[src/rtl/mux_scan_sequencer.sv]
// Scan sequencer for an 8:1 multiplexer: steps the select, settles, samples each
// channel into a shadow word, then presents the assembled word on valid/ready.
module mux_scan_sequencer #(
  parameter int SEL_WIDTH     = 3,
  parameter int SETTLE_CYCLES = 1
) (
  input  logic                    clk,
  input  logic                    rst_n,
  input  logic                    start,
  input  logic                    abort,
  input  logic                    mux_out,
  output logic [SEL_WIDTH-1:0]    s,
  output logic [2**SEL_WIDTH-1:0] data,
  output logic                    valid,
  input  logic                    ready,
  output logic                    busy
);

  localparam int N     = 2 ** SEL_WIDTH;
  localparam int CNT_W = $clog2(SETTLE_CYCLES + 1);

  typedef enum logic [1:0] {
    IDLE   = 2'd0,
    SETTLE = 2'd1,
    SAMPLE = 2'd2,
    HOLD   = 2'd3
  } state_t;

  state_t               state_q, state_d;
  logic [SEL_WIDTH-1:0] s_q, s_d;
  logic [CNT_W-1:0]     cnt_q, cnt_d;
  logic [N-1:0]         shadow_q, shadow_d;
  logic [N-1:0]         data_q, data_d;
  logic                 valid_q, valid_d;
  logic                 busy_q, busy_d;

  always_ff @(posedge clk or negedge rst_n) begin
    if (!rst_n) begin
      state_q  <= IDLE;
      s_q      <= '0;
      cnt_q    <= '0;
      shadow_q <= '0;
      data_q   <= '0;
      valid_q  <= 1'b0;
      busy_q   <= 1'b0;
    end else begin
      state_q  <= state_d;
      s_q      <= s_d;
      cnt_q    <= cnt_d;
      shadow_q <= shadow_d;
      data_q   <= data_d;
      valid_q  <= valid_d;
      busy_q   <= busy_d;
    end
  end

  always_comb begin
    state_d  = state_q;
    s_d      = s_q;
    cnt_d    = cnt_q;
    shadow_d = shadow_q;
    data_d   = data_q;
    valid_d  = valid_q;

    unique case (state_q)
      IDLE: begin
        s_d = '0;
        if (start && !abort) begin
          cnt_d    = CNT_W'(SETTLE_CYCLES);
          shadow_d = '0;
          state_d  = SETTLE;
        end
      end

      SETTLE: begin
        if (abort) begin
          s_d     = '0;
          state_d = IDLE;
        end else if (cnt_q == CNT_W'(1)) begin
          state_d = SAMPLE;
        end else begin
          cnt_d = cnt_q - CNT_W'(1);
        end
      end

      SAMPLE: begin
        if (abort) begin
          s_d     = '0;
          state_d = IDLE;
        end else begin
          shadow_d[s_q] = mux_out;
          if (s_q == SEL_WIDTH'(N - 1)) begin
            // Publish the whole word at once so data never shows a partial scan.
            data_d  = shadow_d;
            valid_d = 1'b1;
            state_d = HOLD;
          end else begin
            s_d     = s_q + SEL_WIDTH'(1);
            cnt_d   = CNT_W'(SETTLE_CYCLES);
            state_d = SETTLE;
          end
        end
      end

      HOLD: begin
        if (valid_q && ready) begin
          valid_d = 1'b0;
          s_d     = '0;
          if (start) begin
            cnt_d    = CNT_W'(SETTLE_CYCLES);
            shadow_d = '0;
            state_d  = SETTLE;
          end else begin
            state_d = IDLE;
          end
        end
      end

      default: state_d = IDLE;
    endcase

    // Registered so busy is glitch-free and tracks the state being entered.
    busy_d = (state_d != IDLE);
  end

  assign s     = s_q;
  assign data  = data_q;
  assign valid = valid_q;
  assign busy  = busy_q;

endmodule

[config.mk]
export PLATFORM = sky130hd
export DESIGN_NAME = mux_scan_sequencer
export DESIGN_NICKNAME = d
export VERILOG_FILES = /design/src/rtl/mux_scan_sequencer.sv
export SDC_FILE = /design/constraint.sdc
export NUM_CORES = 1
export LEC_CHECK = 0
export ABC_AREA = 1
export CORE_MARGIN = 2
export CORE_UTILIZATION = 25
export CTS_CLUSTER_DIAMETER = 120
export CTS_CLUSTER_SIZE = 30
export DETAILED_ROUTE_END_ITERATION = 6
export PLACE_DENSITY = 0.48
export SYNTH_ARGS = -nofsm -noshare
export SYNTH_HDL_FRONTEND = slang
export SYNTH_SLANG_ARGS = --single-unit
[constraint.sdc]
create_clock -name clk -period 1.4 [get_ports clk]
set_input_delay 0.21 -clock clk [delete_from_list [all_inputs] [get_ports clk]]
set_output_delay 0.21 -clock clk [all_outputs]
set_load 0.005 [all_outputs]
# Word level (Yosys, flattened, before mapping)
# Index checks and enable logic that the tools add are counted.
# word_totals
mem_bits_rw	0
latchBits	0
output_inout_bits	13
in_bits	6
n_memories	0
romBits	0
register_bits	24
elab_cells	71
# classes
addsub	2
multipliers	0
n_reduce_logical	13
mux	33
order_cmp	2
div_mod_pow	0
eq_ne	13
bitwise	1
n_shift	0
# op_table
cell	count
two-way mux 8 bit	4
one-hot mux 8 bit (3 select lines)	1
inequality test 2 bit (second input constant)	8
two-way mux 1 bit	12
two-way mux 2 bit	6
two-way mux 3 bit	4
one-hot mux 3 bit (4 select lines)	1
bitwise mux 8 bit	1
one-hot mux 2 bit (4 select lines)	1
AND reduction 3 bit	2
AND reduction 6 bit	1
AND reduction 5 bit	1
equality test 2 bit (second input constant)	2
less-than comparator 3 x 4 -> 1 bit (second input constant)	1
one-hot mux 1 bit (4 select lines)	1
AND reduction 4 bit	1
nonzero test 2 bit	2
adder 3 x 1 -> 3 bit (second input constant)	1
demux 1 bit (select 3 bit)	1
equality test 3 bit (second input constant)	1
>= comparator 3 x 1 -> 1 bit (second input constant)	1
logical AND 1 bit	3
inequality test 3 bit (second input constant)	1
nonzero test 3 bit	1
other kinds (6)	6

# Depth between registers and ports, before layout
# depth
word_depth	7
mapped_depth	8
mapped_depth_nobuf	8

# Worst setup path before layout
# No wires, ideal clock.
# synth_timing
kind	register -> register
start	reg s_q[1], in the netlist s[1]
end	reg busy_q, in the netlist busy
t_required_ps	1272
path_slack_ps	12
synth_period_minus_slack_ps	1388
arrival_time_ps	1259
setup_time_ps	128
path_stages_with_launch	9
cell_sequence	dfrtp_1 ha_1 ha_1 inv_1 nor2_1 nand2_2 nand2_1 nor2_1 nand3_1
# synth_between
elab_chain_len	5
# synth_lines
item	line_no	source
from (decl)	30	logic [SEL_WIDTH-1:0] s_q, s_d;
from (signal assigned)	40	s_q <= '0;
from (signal assigned)	48	s_q <= s_d;
equality test 3 bit	92	if (s_q == SEL_WIDTH'(N - 1)) begin
two-way mux 2 bit	92	
two-way mux 2 bit	87	if (abort) begin
one-hot mux 2 bit (4 select lines)	65	unique case (state_q)
nonzero test 2 bit	123	busy_d = (state_d != IDLE);
named net busy_d	35	logic busy_q, busy_d;
to (signal assigned)	53	busy_q <= busy_d;
to (decl)	35	
# The timed path passes the listed nets, and every way through them passes these cells.
# A chain may end at the register's enable or synchronous reset.

# Worst setup path after layout
# layout_timing
start	reg s_q[0], in the netlist s[0]
end	reg data_q[7], in the netlist data[7]
# layout_between
elab_chain_len	5
elab_cells_between_ends	8
cone_classes	2 x order compare; 1 x eq/ne; 3 x mux; 2 x reduce/logical
# layout_lines
item	line_no	source
less-than comparator 3 x 4 -> 1 bit (not written as such) / >= comparator 3 x 1 -> 1 bit (equally long branches)	91	shadow_d[s_q] = mux_out;
logical AND 1 bit (not written as such)	91	
two-way mux 1 bit (not written as such)	91	
demux 1 bit (select 3 bit)	91	
bitwise mux 8 bit	91	
to (signal assigned)	51	data_q <= data_d;
to (decl)	33	logic [N-1:0] data_q, data_d;
# Parallel ways exist; a longest one is shown, timed or not.

==> results.yml <==
logic_synthesis:
  synth_area_per_cell_um2: 8.00
  ys_ff_latch: 24
  syn-cell-area_um2: 1250
  synth_common_cells: "nand2_1, dfrtp_1, nand3_1"
  yosys.area.top_type: "dfrtp_1"
  synth_edf_count: 0
  synth-main-ff-cell: "dfrtp_1"
  yosysSeqAreaShare_pct: 48.1
  yosysUniqueCellTypes: 19
  yosysWarnings: 0
  ys_top_cells_by_area: "dfrtp_1, nand2_1, nand3_1"
  synth_top_area_share_pct: 48.1
  yosysMostFrequentCell: "nand2_1"
  synthArstFlopShare_pct: 100
  postSynthCellCount: 156
  synth_nets: 164
timing:
  grt_setup_unrepaired: "true"
  finClkSkew_ps: 2.83
  setup_violations: 0
  setup_slack_ps: 42.8
  timing.hold.ws_ps: 298
  relSlewSlack_pct: 79.0
  fin_crit_ps: 1360
  fin_crit_sh_pct: 96.9
  max_freq_mhz: 737
  final-hold-violation-count: 0
  drv_slew: 0
  worst_slew_pin_slew_ps: 314
finish:
  layout-drive-gt1-share_pct: 20.1
  num_antenna_cells: 0
  fin_nets: 194
  fillers: 505
  area_delta_synth_final_pct: 35.6
  regArea_um2: 602
  multi_input_area_um2: 629
  finalNonFillerCells: 251
run_status:
  outcome: "finished, final reports clean"
place:
  place.gp.congestion: 0.881
  io_buffers: 18
  hpwlAfterDp_um: 2050
  dp.cells: 243
  dp_slack_ps: -55.0
setup_path:
  crit_top_cell: "ha_4"
  crit_path_max_fanout: 6
  worstPathRequired_ps: 1550
  critPathSlowestCell: "dfrtp_1"
  end_kind: "flop"
  path_class: "reg2reg"
  path_cells: "ha_4 > ha_4 > inv_2 > nor2_2 > nand2_4 > buf_2 > nand2_1 > o21ai_1"
  arrival_ps: 1510
  slowest_delay_ps: 410
  worstSetupStartpointType: "flop"
power:
  comb_power_share_pct: 26.9
  power_frac_seq_pct: 48.5
  p_clk_share_pct: 24.7
  power.leakage_nw: 0.844
  p_per_area_nw_per_um2: 957
  swShare_pct: 32.0
  intPower_w: 0.00110
  switching_power_w: 0.000518
  peakVddDrop_mv: 0.311
  finalPower_w: 0.00162
floorplan:
  rows: 25
  die_area_um2: 5580
  start_util_pct: 26.3
  pin_count: 19
  die_h_um: 74.7
  die_x_um: 74.7
  core_um2: 4750
min_path:
  hp-class: "in2async"
clock_tree:
  htree_num_levels: 1
  cts_tree: "yes"
  clockRootBuffer: "clkbuf_8"
  clk_latency_ps: 260
  cts_buffers: 3
  cts_buffer_depth: 2
  cts_sinks: 24
  worst_setup_hold_path_clk_slew_ps: 80
routing:
  drt_iter0_drc: 47
  vias_per_cell: 4.47
  routed_wl_um: 2920
  num_vias: 1123
  wl_per_cell_um: 11.6
  drc: 0
  ant_nets: 0
  dr.pass1.iters: 4
global_routing:
  grt_max_degree: 25
  grt_pass1_wl_um: 4920
  grt_pass1_vias: 1048
  antenna_found_initial: 0
  track_usage_pct: 11.4
  gr-total-overflow: 0
job:
  maxCapViolCount: 0
-- placed cells by master (no fill, tap or decap), drive strengths merged --
cell / count
o211ai: 4
inv: 17
buf: 11
nand3: 18
ha: 2
nor2: 7
dfrtp: 24
nand2: 55
o21bai: 4
clkdlybuf4s50: 15
o21ai: 15
nand4: 6
dlygate4sd2: 3
clkbuf: 3
-- power groups by stage --
stage	clock network (W)	logic, W	registers [W]
global placement	0	0.000388	0.000792
detailed placement	0	0.000394	0.000792
CTS	0.000425	0.000405	0.000779
floorplan	0	0.000260	0.000791
finish	0.000399	0.000435	0.000785
global route	0.000446	0.000485	0.000790
-- final cells by class --
class	instances	share of cell area, %
well taps	67	4.95
inverters	17	4.07
clock buffers	3	2.44
flip-flops and latches	24	35.6
repair buffers	29	15.8
multi-input cells	111	37.2
-- metal layers --
| metal | GRT usage, % | share of wire (%) | up-vias |
|---|---|---|---|
| met5 | 0 | 0 | - |
| met4 | 4.37 | 1.4 | 0 |
| met3 | 1.61 | 3.5 | 4 |
| met2 | 18.3 | 48 | 30 |
| met1 | 15.6 | 47 | 519 |
| li1 | - | - | 570 |
-- flip-flops by register name, indices dropped and copies added (netlist names) --
signal    cells
state_q       2
cnt_q         1
valid         1
shadow_q      8
s             3
busy          1
data          8
-- logic make-up after synthesis --
kind of cell,synth area share [%]
AO/OA/AOI/OAI,10.8
adder cells (fa/ha/maj),2.00
buffers and inverters,7.61
flip-flops,48.1
AND/OR/NAND/NOR,31.5
-- metrics by stage --
step	setup TNS, ps	area [um^2]	util [%]
5_1_grt	-189	1690	35.6
3_5_place_dp	-467	1530	32.1
6_report	0	1690	35.6
2_1_floorplan	0	1250	-
4_1_cts	0	1620	34.1
3_3_place_gp	-37.4	1530	32.1
-- path summary, 6_finish.rpt --
check | startpoint | to | slack [ps] | cells after the start
max reg2reg | s[0] | data[7] | 40 | 8
max in group asynchronous | rst_n | s[2] | 850 | 2
min in group clk | shadow_q[2] | shadow_q[2] | 480 | 2
max | s[0] | data[7] | 40 | 8
min | rst_n | busy | 300 | 2
min reg2reg | shadow_q[2] | shadow_q[2] | 480 | 2
-- what timing repair did --
action | in CTS | in global routing
cloned | 0 | 1
gates resized for setup | 11 | 20
pin swaps | 4 | 4
setup endpoints to repair | 11 | 16
hold buffers | 0 | 0
setup buffers | 4 | 0
-- worst max-delay path, delay by kind of cell (launching register included) --
kind,cells,cell delay [ps]
AO/OA/AOI/OAI,1,50
adder cells (fa/ha/maj),2,290
buffers and inverters,2,210
flip-flops,1,410
AND/OR/NAND/NOR,3,280
(Power assumes the default switching activity.)
